### src/rtl/vmode_lock_ctrl.sv
// -----------------------------------------------------------------------------
// vmode_lock_ctrl
//
// Measures successive VSYNC periods, classifies each one as PAL or NTSC and
// declares a locked video format once CONFIRM_COUNT consecutive periods agree.
// While locked, every accepted period is re-classified. The lock is dropped on a
// format change or when VSYNC goes missing. The composite sync passthrough is
// forced high unless a format is locked.
//
// Ports
//   clk_in        in   1   system clock
//   rst_in        in   1   asynchronous, active-high reset
//   enable_in     in   1   1 = run detection, 0 = return to IDLE and clear
//   vsync_in      in   1   raw VSYNC (asynchronous to clk_in)
//   csync_in      in   1   raw composite sync
//   csync_out     out  1   csync_in while format_valid, else 1
//   format_type   out  3   000 unknown, 010 NTSC, 100 PAL
//   format_valid  out  1   1 while a format is locked
//   period_out    out  32  cycles between the last two accepted falling edges
//   lost_out      out  1   one-cycle pulse when a lock is dropped by timeout
//   busy_out      out  1   1 in ACQUIRE or MEASURE
// -----------------------------------------------------------------------------
module vmode_lock_ctrl #(
    parameter int CLK_FREQ           = 250_000,
    parameter int NTSC_PAL_THRESHOLD = 18,
    parameter int MIN_PERIOD_MS      = 10,
    parameter int TIMEOUT_MS         = 40,
    parameter int CONFIRM_COUNT      = 3
) (
    input  logic        clk_in,
    input  logic        rst_in,
    input  logic        enable_in,
    input  logic        vsync_in,
    input  logic        csync_in,
    output logic        csync_out,
    output logic [2:0]  format_type,
    output logic        format_valid,
    output logic [31:0] period_out,
    output logic        lost_out,
    output logic        busy_out
);

    localparam logic [31:0] THRESH_CNT  = 32'((CLK_FREQ / 1000) * NTSC_PAL_THRESHOLD);
    localparam logic [31:0] MIN_CNT     = 32'((CLK_FREQ / 1000) * MIN_PERIOD_MS);
    localparam logic [31:0] TIMEOUT_CNT = 32'((CLK_FREQ / 1000) * TIMEOUT_MS);

    // Wide enough to hold CONFIRM_COUNT+1, so a CONFIRM_COUNT of 1 cannot wrap.
    localparam int                CONF_W      = $clog2(CONFIRM_COUNT + 2);
    localparam logic [CONF_W-1:0] CONFIRM_VAL = CONF_W'(CONFIRM_COUNT);
    localparam logic [CONF_W-1:0] CONF_ONE    = CONF_W'(1);

    localparam logic [2:0] FMT_NONE = 3'b000;
    localparam logic [2:0] FMT_NTSC = 3'b010;
    localparam logic [2:0] FMT_PAL  = 3'b100;

    typedef enum logic [1:0] {
        ST_IDLE,
        ST_ACQUIRE,
        ST_MEASURE,
        ST_LOCKED
    } state_t;

    state_t            state_q,        state_d;
    logic              sync_meta_q,    sync_meta_d;
    logic              sync_cur_q,     sync_cur_d;
    logic              sync_prev_q,    sync_prev_d;
    logic [31:0]       cnt_q,          cnt_d;
    logic [2:0]        cand_q,         cand_d;
    logic [CONF_W-1:0] conf_q,         conf_d;
    logic [2:0]        format_type_q,  format_type_d;
    logic              format_valid_q, format_valid_d;
    logic [31:0]       period_q,       period_d;
    logic              lost_q,         lost_d;

    logic              vs_edge;
    logic [31:0]       cnt_inc;
    logic              accept;
    logic [2:0]        cls;
    logic [CONF_W-1:0] conf_new;

    // Falling edge as seen at the synchronizer output.
    assign vs_edge = sync_prev_q & ~sync_cur_q;
    assign cnt_inc = cnt_q + 32'd1;
    assign accept  = vs_edge && (cnt_inc >= MIN_CNT);
    // A period exactly at the threshold counts as NTSC.
    assign cls     = (cnt_inc > THRESH_CNT) ? FMT_PAL : FMT_NTSC;

    always_comb begin
        // NOTE: every signal assigned here gets a default first, so no path
        // can leave one unassigned and infer a latch.
        state_d        = state_q;
        sync_meta_d    = vsync_in;
        sync_cur_d     = sync_meta_q;
        sync_prev_d    = sync_cur_q;
        cnt_d          = cnt_q;
        cand_d         = cand_q;
        conf_d         = conf_q;
        format_type_d  = format_type_q;
        format_valid_d = format_valid_q;
        period_d       = period_q;
        lost_d         = 1'b0;
        conf_new       = CONF_ONE;

        if (!enable_in) begin
            // Disable behaves like a synchronous reset and outranks everything.
            state_d        = ST_IDLE;
            sync_meta_d    = 1'b1;
            sync_cur_d     = 1'b1;
            sync_prev_d    = 1'b1;
            cnt_d          = '0;
            cand_d         = FMT_NONE;
            conf_d         = '0;
            format_type_d  = FMT_NONE;
            format_valid_d = 1'b0;
            period_d       = '0;
        end else begin
            case (state_q)
                ST_IDLE: begin
                    state_d = ST_ACQUIRE;
                end

                ST_ACQUIRE: begin
                    // The first edge only starts the measurement; no timeout here.
                    if (vs_edge) begin
                        cnt_d   = '0;
                        state_d = ST_MEASURE;
                    end
                end

                ST_MEASURE, ST_LOCKED: begin
                    // Glitch edges fall through here and leave cnt counting.
                    cnt_d = cnt_inc;
                    if (accept) begin
                        // An accepted edge beats a simultaneous timeout.
                        period_d = cnt_inc;
                        cnt_d    = '0;
                        if (state_q == ST_MEASURE) begin
                            if (cls == cand_q) begin
                                conf_new = conf_q + CONF_ONE;
                            end else begin
                                conf_new = CONF_ONE;
                            end
                            cand_d = cls;
                            conf_d = conf_new;
                            if (conf_new >= CONFIRM_VAL) begin
                                state_d        = ST_LOCKED;
                                format_type_d  = cls;
                                format_valid_d = 1'b1;
                            end
                        end else if (cls != format_type_q) begin
                            // Format changed under lock: re-qualify from scratch,
                            // counting this period as the first vote.
                            state_d        = ST_MEASURE;
                            format_type_d  = FMT_NONE;
                            format_valid_d = 1'b0;
                            cand_d         = cls;
                            conf_d         = CONF_ONE;
                        end
                    end else if (cnt_q == TIMEOUT_CNT - 32'd1) begin
                        state_d        = ST_ACQUIRE;
                        cnt_d          = '0;
                        cand_d         = FMT_NONE;
                        conf_d         = '0;
                        format_type_d  = FMT_NONE;
                        format_valid_d = 1'b0;
                        lost_d         = (state_q == ST_LOCKED);
                    end
                end

                default: begin
                    state_d = ST_IDLE;
                end
            endcase
        end
    end

    always_ff @(posedge clk_in or posedge rst_in) begin
        if (rst_in) begin
            state_q        <= ST_IDLE;
            sync_meta_q    <= 1'b1;
            sync_cur_q     <= 1'b1;
            sync_prev_q    <= 1'b1;
            cnt_q          <= '0;
            cand_q         <= FMT_NONE;
            conf_q         <= '0;
            format_type_q  <= FMT_NONE;
            format_valid_q <= 1'b0;
            period_q       <= '0;
            lost_q         <= 1'b0;
        end else begin
            // NOTE: non-blocking assignments, so every flop samples the values
            // from before this edge regardless of statement order.
            state_q        <= state_d;
            sync_meta_q    <= sync_meta_d;
            sync_cur_q     <= sync_cur_d;
            sync_prev_q    <= sync_prev_d;
            cnt_q          <= cnt_d;
            cand_q         <= cand_d;
            conf_q         <= conf_d;
            format_type_q  <= format_type_d;
            format_valid_q <= format_valid_d;
            period_q       <= period_d;
            lost_q         <= lost_d;
        end
    end

    assign format_type  = format_type_q;
    assign format_valid = format_valid_q;
    assign period_out   = period_q;
    assign lost_out     = lost_q;
    assign busy_out     = (state_q == ST_ACQUIRE) || (state_q == ST_MEASURE);
    assign csync_out    = format_valid_q ? csync_in : 1'b1;

endmodule

### config.mk
export PLATFORM = sky130hd
export DESIGN_NAME = vmode_lock_ctrl
export DESIGN_NICKNAME = d
export VERILOG_FILES = /design/src/rtl/vmode_lock_ctrl.sv
export SDC_FILE = /design/constraint.sdc
export NUM_CORES = 1
export LEC_CHECK = 0
export CAP_MARGIN = 15
export CORE_UTILIZATION = 45
export CTS_CLUSTER_SIZE = 40
export DETAILED_ROUTE_END_ITERATION = 8
export PLACE_DENSITY = 0.64
export SLEW_MARGIN = 5
export SYNTH_ARGS = -nofsm -noshare
export SYNTH_HDL_FRONTEND = slang
export SYNTH_SLANG_ARGS = --single-unit
### constraint.sdc
create_clock -name clk_in -period 11.4 [get_ports clk_in]
set_clock_uncertainty 0.15 [all_clocks]
set_input_delay 1.14 -clock clk_in [delete_from_list [all_inputs] [get_ports clk_in]]
set_output_delay 1.14 -clock clk_in [all_outputs]
set_load 0.01 [all_outputs]
After elaboration in Yosys (flattened, before gate mapping)
Index checks and enable logic that the tools add are counted.
- $add $sub $neg: 2
- $lt $le $gt $ge: 3
- equality and inequality tests: 16
- muxes and demuxes: 54
- bitwise operators: 2
- reduce and logical (&&, ||, !) cells: 9
- operators by type and width (cell ; number):
    32-bit 2-to-1 mux ; 7
    3-bit 2-to-1 mux ; 23
    32-bit case mux with 2 select lines ; 1
    32-bit by 1-bit adder with 32-bit output, second input constant ; 1
    32-bit by 14-bit == test with 1-bit output, second input constant ; 1
    32-bit by 12-bit greater-or-equal comparator with 1-bit output, second input constant ; 1
    32-bit by 13-bit > comparator with 1-bit output, second input constant ; 1
    1-bit 2-to-1 mux ; 15
    2-bit 2-to-1 mux ; 7
    5-bit inequality test, second input constant ; 2
    4-bit AND reduction ; 2
    3-bit by 1-bit inequality test with 1-bit output, second input constant ; 2
    2-bit case mux with 3 select lines ; 1
    2-bit == test, second input constant ; 2
    2-bit by 1-bit inequality test with 1-bit output, second input constant ; 2
    4-bit by 2-bit inequality test with 1-bit output, second input constant ; 1
    4-bit by 3-bit inequality test with 1-bit output, second input constant ; 1
    4-bit inequality test, second input constant ; 1
    2-bit AND reduction ; 2
    3-bit by 1-bit adder with 3-bit output, second input constant ; 1
    3-bit == test ; 1
    3-bit by 2-bit greater-or-equal comparator with 1-bit output, second input constant ; 1
    3-bit inequality test ; 1
    3-bit inequality test, second input constant ; 1
    8 further kinds ; 8
- bits in registers: 80
- input bits: 5
- word-level logic and storage cells: 97

Longest topological paths before layout
Gate-level depths: netlist (run 1).
- depth after elaboration: 15
- depth in mapped cells: 14
- gate-level depth less buffers: 11

Worst setup path before layout (run 1)
Ideal clock, no wire load.
- path type: reg2reg
- from: reg cnt_q[0]
- to: reg state_q[0]
- data arrival time: 3573 ps
- required time: 11125 ps
- path slack: 7552 ps
- cell stages (with the launch flop): 13
- path buffers: 1
- period minus slack after synthesis: 3848 ps
- path through: dfrtp_1 ha_1 buf_2 nand3_1 nor4_1 xnor2_1 nand4_1 or4_4 or3_4 nor4b_4 o22ai_1 a211o_1 mux2_4
- cells in the longest elaborated chain, start to end: 12
- elaborated cells on any way between the ends: 21
- classes of those cells: 1 x add/sub; 3 x order compare; 6 x eq/ne; 9 x mux; 2 x reduce/logical
- RTL lines (element ; RTL line ; RTL):
    start: declaration ; 67 ; logic [31:0] cnt_q, cnt_d;
    start signal: assignment ; 197 ; cnt_q <= cnt_d;
    32-bit by 1-bit adder with 32-bit output ; 83 ; assign cnt_inc = cnt_q + 32'd1;
    32-bit by 13-bit > comparator with 1-bit output ; 86 ; assign cls = (cnt_inc > THRESH_CNT) ? FMT_PAL : FMT_NTSC;
    3-bit 2-to-1 mux ; 86 ;
    3-bit == test ; 138 ; if (cls == cand_q) begin
    3-bit 2-to-1 mux ; 138 ;
    3-bit 2-to-1 mux ; 137 ; if (state_q == ST_MEASURE) begin
    3-bit 2-to-1 mux ; 133 ; if (accept) begin
    3-bit 2-to-1 mux ; 117 ; case (state_q)
    3-bit 2-to-1 mux ; 104 ; if (!enable_in) begin
    3-bit by 2-bit greater-or-equal comparator with 1-bit output ; 145 ; if (conf_new >= CONFIRM_VAL) begin
    5-bit inequality test (no source line) ; - ;
    4-bit AND reduction (no source line) ; - ;
    end signal: assignment ; 193 ; state_q <= state_d;
    end: declaration ; 63 ; state_t state_q, state_d;
Parallel ways exist; a longest one is shown, timed or not. The select of a mux whose other input is x is not followed.
A chain may end at the register's enable or synchronous reset.

Worst setup path in the final report (run 1)
- from: reg cnt_q[0]
- to: reg cnt_q[13]
- cells in the longest elaborated chain, start to end: 6
- elaborated cells on any way between the ends: 8
- classes of those cells: 1 x add/sub; 1 x order compare; 1 x eq/ne; 4 x mux; 1 x reduce/logical
- RTL lines (element ; RTL line ; RTL):
    32-bit by 1-bit adder with 32-bit output ; 83 ;
    32-bit by 12-bit greater-or-equal comparator with 1-bit output ; 84 ; assign accept = vs_edge && (cnt_inc >= MIN_CNT);
    1-bit logical AND ; 84 ;
    32-bit 2-to-1 mux (*) ; 133 ;
    32-bit case mux with 2 select lines (*) ; 117 ;
    32-bit 2-to-1 mux (*) ; 104 ;
Mark *: on every way between the ends. The rest lies on a longest branch, timed or not.

==> impl_metrics.json, run 1 <==
{
  "synth_area_leader_cell": "dfrtp_1",
  "root_buffer": "clkbuf_8",
  "syn_to_final_growth_pct": 13.84,
  "die_y_um": 102.6,
  "critical_path.slowest_cell": "nor3_2",
  "dieWidth_um": 102.6,
  "post_cts_buffers": 0,
  "cts_tree": "done",
  "ys_ff_latch": 78,
  "crit_chain": "ha_1 > nand3_1 > nor4_1 > xnor2_1 > nand4_1 > or4_4 > nor3_2 > a21oi_1 > nor3_2 > a21oi_1 > o21ai_0",
  "worstMarginPinSlew_ns": 1.103,
  "min_period_ns": 4.597,
  "use_met1_pct": 33.18,
  "wl_per_cell_um": 16.59,
  "dr.pass1.iters": 4,
  "ir_worst_vdd_v": 0.0001117,
  "fin_tns_setup_ns": 0,
  "grt.total_usage_pct": 23.12,
  "mostFrequentLayoutCell": "dfrtp_1",
  "layout_common_cells": "dfrtp_1, nand2_1, o21ai_0",
  "rsz0062_at_grt": "no",
  "yosys_warnings": 0,
  "yosys-top-cells-area": "dfrtp_1, o21ai_0, nand2_1",
  "cp-end-kind": "flop",
  "antenna_found_initial": 0,
  "fin_util_pct": 53.07,
  "holdBufCountCts": 0,
  "worstSetupPathType": "flop to flop",
  "antenna_cells": 0,
  "ant_nets": 0,
  "synth_edf_count": 0,
  "fin_nets": 542,
  "die_area_sq_um": 10530,
  "grt_pass1_vias": 3589,
  "cts_buffers": 9,
  "drc": 0,
  "port_buffers": 42,
  "timing.final.crit_share_pct": 40.33,
  "path_max_fanout": 14,
  "path_clk_slew_ns": 0.08,
  "crit_arrival_ns": 4.74,
  "synth_top_area_share_pct": 41.19,
  "multi_input_area_sq_um": 2362,
  "max-cap-violations": 0,
  "syn_avg_cell_area_sq_um": 8.935,
  "worstHoldPathType": "flop to flop",
  "synthArstFlopShare_pct": 100.0,
  "fmaxAchievable_mhz": 217.5,
  "cp-start-kind": "flop",
  "placed_area_sq_um": 4999,
  "p_leak_nw": 2.069,
  "max_stage_delay_ns": 0.92,
  "drive_gt1_share_pct": 9.870,
  "routed_wl_um": 11120,
  "final_area_sq_um": 5187,
  "synthesis.nets": 520,
  "overflow": 0,
  "setup_viol": 0,
  "ys.flop_type": "dfrtp_1",
  "first_iter_violations": 324,
  "cts.sinks": 78,
  "drv_slew": 0,
  "grt_util_met3_pct": 3.797,
  "cts_resized": 0,
  "synth-seq-area-share_pct": 42.92,
  "ys_types": 67,
  "core_region_area_sq_um": 9774,
  "hold_violations": 0,
  "viasPerCell": 5.761,
  "outcome": "complete, no violations",
  "grt_pass1_wl_um": 18500,
  "syn-cell-area_sq_um": 4557,
  "vias": 3860,
  "grt_max_degree": 79,
  "power_density_nw_per_um2": 118.0,
  "cp.required_ns": 11.54,
  "start_util_pct": 46.62,
  "rows": 36,
  "netlist_instances": 510,
  "gr-max-usage-layer": "met2",
  "ioPinCount": 44,
  "fill_cells": 966,
  "seq_area_sq_um": 1956,
  "clockBufferDepth": 2,
  "relSlewSlack_pct": 26.07,
  "gp_congestion": 0.8689,
  "h-tree-depth": 3,
  "dp_hpwl_um": 7581,
  "power_mw": 0.6121,
  "met2_usage_pct": 34.77,
  "clock_latency_ns": 0.37
}
==> cell type report <==
cell class	instances	share of cell area, %
multi-input combinational	379	45.54
timing repair buffer	45	8.538
inverter	19	1.375
clock buffer	9	2.388
tap	133	3.208
clock inverter	7	1.254
sequential	78	37.70
==> state kept, by name, indices dropped and copies added (netlist names), 2 cells and up <==
signal / count
cand_q: 2
cnt_q: 32
conf_q: 3
format_type: 2
period_out: 32
state_q: 2
==> cell families after synthesis <==
logic type                 Yosys count  synth area share [%]
adders and majority gates            5                 1.373
xor gates and xnor gates            28                 5.382
muxes                                8                 1.949
other                                1               0.08229
buffers and inverters               53                 5.409
and+or+nand+nor                    204                 25.07
AOI/OAI and AO/OA                  133                 17.82
DFF                                 78                 42.92
==> power breakdown <==
part	internal, mW	switching [mW]	leakage [nW]
clock network	0.0995	0.109	0.0948
logic	0.0368	0.0766	0.897
registers	0.282	0.00795	1.08
total	0.418	0.194	2.07
==> Yosys cell counts, drive strengths merged (9+ instances only) <==
library cell and count:
nor3 19, or3 14, clkbuf 18, a21oi 20, inv 19, nand3 26
nand4 16, nor2 15, o21ai 70, buf 16, nand2 63, and2 9
dfrtp 75, nor4 10, xnor2 21
==> layer usage <==
layer	wire, um	vias to the layer above	share of wire (%)
met5	0	-	0
met4	172	0	1.5
met3	577	14	5.2
met2	5026	113	45
met1	5341	1861	48
li1	-	1872	-
==> path summary, 6_finish.rpt <==
check	startpoint	endpoint	slack, ns	cells after the start
min in group asynchronous	rst_in	period_out[10]	1.23	3
max	cnt_q[0]	cnt_q[13]	6.80	11
max in group asynchronous	rst_in	period_out[26]	9.21	3
min	period_out[9]	period_out[9]	0.33	2
min reg2reg	period_out[9]	period_out[9]	0.33	2
max reg2reg	cnt_q[0]	cnt_q[13]	6.80	11
==> through the flow <==
step           setup slack [ns]  cells  hold WS, ns
6_report                  6.803    670       0.3302
5_1_grt                   6.404    670       0.3587
4_1_cts                   6.850    670       0.3385
3_5_place_dp              6.868    654       0.3201
3_3_place_gp              7.038    654       0.3119
2_1_floorplan             7.552    510       0.3181
==> critical path, delay by kind of cell (launching register included) <==
family / cells / cell delay [ns]
simple gates: 6 / 2.77
compound gates: 3 / 0.53
flops: 1 / 0.44
fa+ha+maj: 1 / 0.41
xor+xnor: 1 / 0.20
Power figures use the tool's default switching activity.
==> run 2: changes to the inputs <==
==> constraint.sdc (replaced) <==
create_clock -name clk_in -period 4.25 [get_ports clk_in]
set_clock_uncertainty 0.15 [all_clocks]
set_input_delay 0.425 -clock clk_in [delete_from_list [all_inputs] [get_ports clk_in]]
set_output_delay 0.425 -clock clk_in [all_outputs]
set_load 0.01 [all_outputs]
==> impl_metrics.json, run 2 (synthesis results as in run 1) <==
{
  "power_mw": 1.677,
  "h-tree-depth": 3,
  "grt.total_usage_pct": 23.49,
  "grt_pass1_vias": 3657,
  "cp.required_ns": 4.35,
  "rows": 36,
  "cp-end-kind": "flop",
  "gp_congestion": 0.8613,
  "startpoint": "cnt_q[9]",
  "ir_worst_vdd_v": 0.0002178,
  "antenna_cells": 0,
  "crit_arrival_ns": 4.02,
  "start_util_pct": 46.62,
  "syn_to_final_growth_pct": 17.00,
  "fin_util_pct": 54.54,
  "dr.pass1.iters": 5,
  "dieWidth_um": 102.6,
  "cp-start-kind": "flop",
  "vias": 3917,
  "hold_violations": 0,
  "dp_hpwl_um": 7765,
  "layout_common_cells": "dfrtp_1, nand2_1, o21ai_0",
  "wl_per_cell_um": 16.66,
  "cts_buffers": 9,
  "worstHoldPathType": "flop to flop",
  "power_density_nw_per_um2": 314.5,
  "fill_cells": 912,
  "grt_pass1_wl_um": 19080,
  "outcome": "complete, no violations",
  "hp-start": "sync_meta_q",
  "ioPinCount": 44,
  "setup_viol": 0,
  "max_stage_delay_ns": 0.55,
  "min_period_ns": 3.917,
  "port_buffers": 42,
  "clockBufferDepth": 2,
  "drc": 0,
  "timing.final.crit_share_pct": 92.16,
  "root_buffer": "clkbuf_8",
  "routed_wl_um": 11450,
  "crit_chain": "nand4_1 > nor4_1 > xnor2_1 > nand4_1 > or4_4 > or3_4 > o211ai_1 > nand3_1 > a22oi_2 > mux2_2",
  "die_y_um": 102.6,
  "r2r_start": "cnt_q[9]",
  "fin_tns_setup_ns": 0,
  "worstSetupPathType": "flop to flop",
  "ant_nets": 0,
  "seq_area_sq_um": 1957,
  "die_area_sq_um": 10530,
  "mostFrequentLayoutCell": "dfrtp_1",
  "overflow": 0,
  "cts.sinks": 78,
  "worstMarginPinSlew_ns": 1.010,
  "drive_gt1_share_pct": 12.64,
  "max-cap-violations": 0,
  "path_clk_slew_ns": 0.09,
  "clock_latency_ns": 0.36,
  "path_max_fanout": 10,
  "grt_max_degree": 79,
  "fmaxAchievable_mhz": 255.3,
  "relSlewSlack_pct": 32.66,
  "critical_path.slowest_cell": "or4_4",
  "rsz0062_at_grt": "no",
  "crit_top_cell": "nand4_1",
  "first_iter_violations": 235,
  "cts_tree": "done",
  "core_region_area_sq_um": 9774,
  "drv_slew": 0,
  "antenna_found_initial": 0,
  "p_leak_nw": 2.155,
  "fin_nets": 559,
  "viasPerCell": 5.702,
  "multi_input_area_sq_um": 2357
}
==> run 2: what timing repair did <==
item | in CTS | in global routing
gates resized for setup | 0 | 1
buffers inserted | 0 | 0
endpoints found under the setup margin | 0 | 1
hold buffers | 0 | 0
==> run 2: critical path, delay by kind of cell (launching register included) <==
family | cells | cell delay, ns
AND/OR/NAND/NOR | 6 | 2.05
AO/OA/AOI/OAI | 2 | 0.54
flip-flops | 1 | 0.51
multiplexers | 1 | 0.36
XOR/XNOR | 1 | 0.22
==> run 2: worst paths after layout <==
check                                 to  slack (ns)  cells past startpoint
max                         format_valid        0.33                     10
max reg2reg                 format_valid        0.33                     10
min                           sync_cur_q        0.33                      1
max in group asynchronous       cnt_q[2]        2.68                      3
min in group asynchronous  period_out[6]        0.52                      3
min reg2reg                   sync_cur_q        0.33                      1
==> run 2: area by class of cell <==
| cell class | count | share of cell area, % |
|---|---|---|
| Clock buffer | 10 | 2.582 |
| Clock inverter | 6 | 1.338 |
| Inverter | 19 | 1.338 |
| Multi-Input combinational cell | 379 | 44.21 |
| Sequential cell | 78 | 36.71 |
| Tap cell | 133 | 3.121 |
| Timing Repair Buffer | 62 | 10.70 |
==> run 2: where the power goes <==
part | switching, mW | internal, mW | total [mW]
clock | 0.295 | 0.290 | 0.585
sequential | 0.0216 | 0.756 | 0.778
combinational | 0.209 | 0.105 | 0.313
==> run 2: metrics by stage <==
stage	cell area (sq um)	setup slack, ns	cells	hold WS (ns)
2_1_floorplan	4557	0.4024	510	0.3181
3_3_place_gp	5121	0.4252	671	0.3112
3_5_place_dp	5121	0.3576	671	0.3202
4_1_cts	5330	0.3355	687	0.3304
5_1_grt	5331	0.04908	687	0.3579
6_report	5331	0.3330	687	0.3271
==> run 2: metal layers <==
layer	global-route usage, %	up-vias	part of all wire (%)
met1	34.37	1884	50
met2	35.85	114	45
met4	8.242	0	1.7
li1	-	1899	-
met3	2.847	20	3.8
met5	0	-	0
==> run 3: changes to the inputs <==
--- a/config.mk
+++ b/config.mk
@@ -9,8 +9,8 @@
 export CORE_UTILIZATION = 45
 export CTS_CLUSTER_SIZE = 40
 export DETAILED_ROUTE_END_ITERATION = 8
+export GPL_ROUTABILITY_DRIVEN = 0
 export PLACE_DENSITY = 0.64
-export SLEW_MARGIN = 5
 export SYNTH_ARGS = -nofsm -noshare
 export SYNTH_HDL_FRONTEND = slang
 export SYNTH_SLANG_ARGS = --single-unit
==> results of run 3 <==
No change in the layout: final DEF, timing and power equal those of run 2.
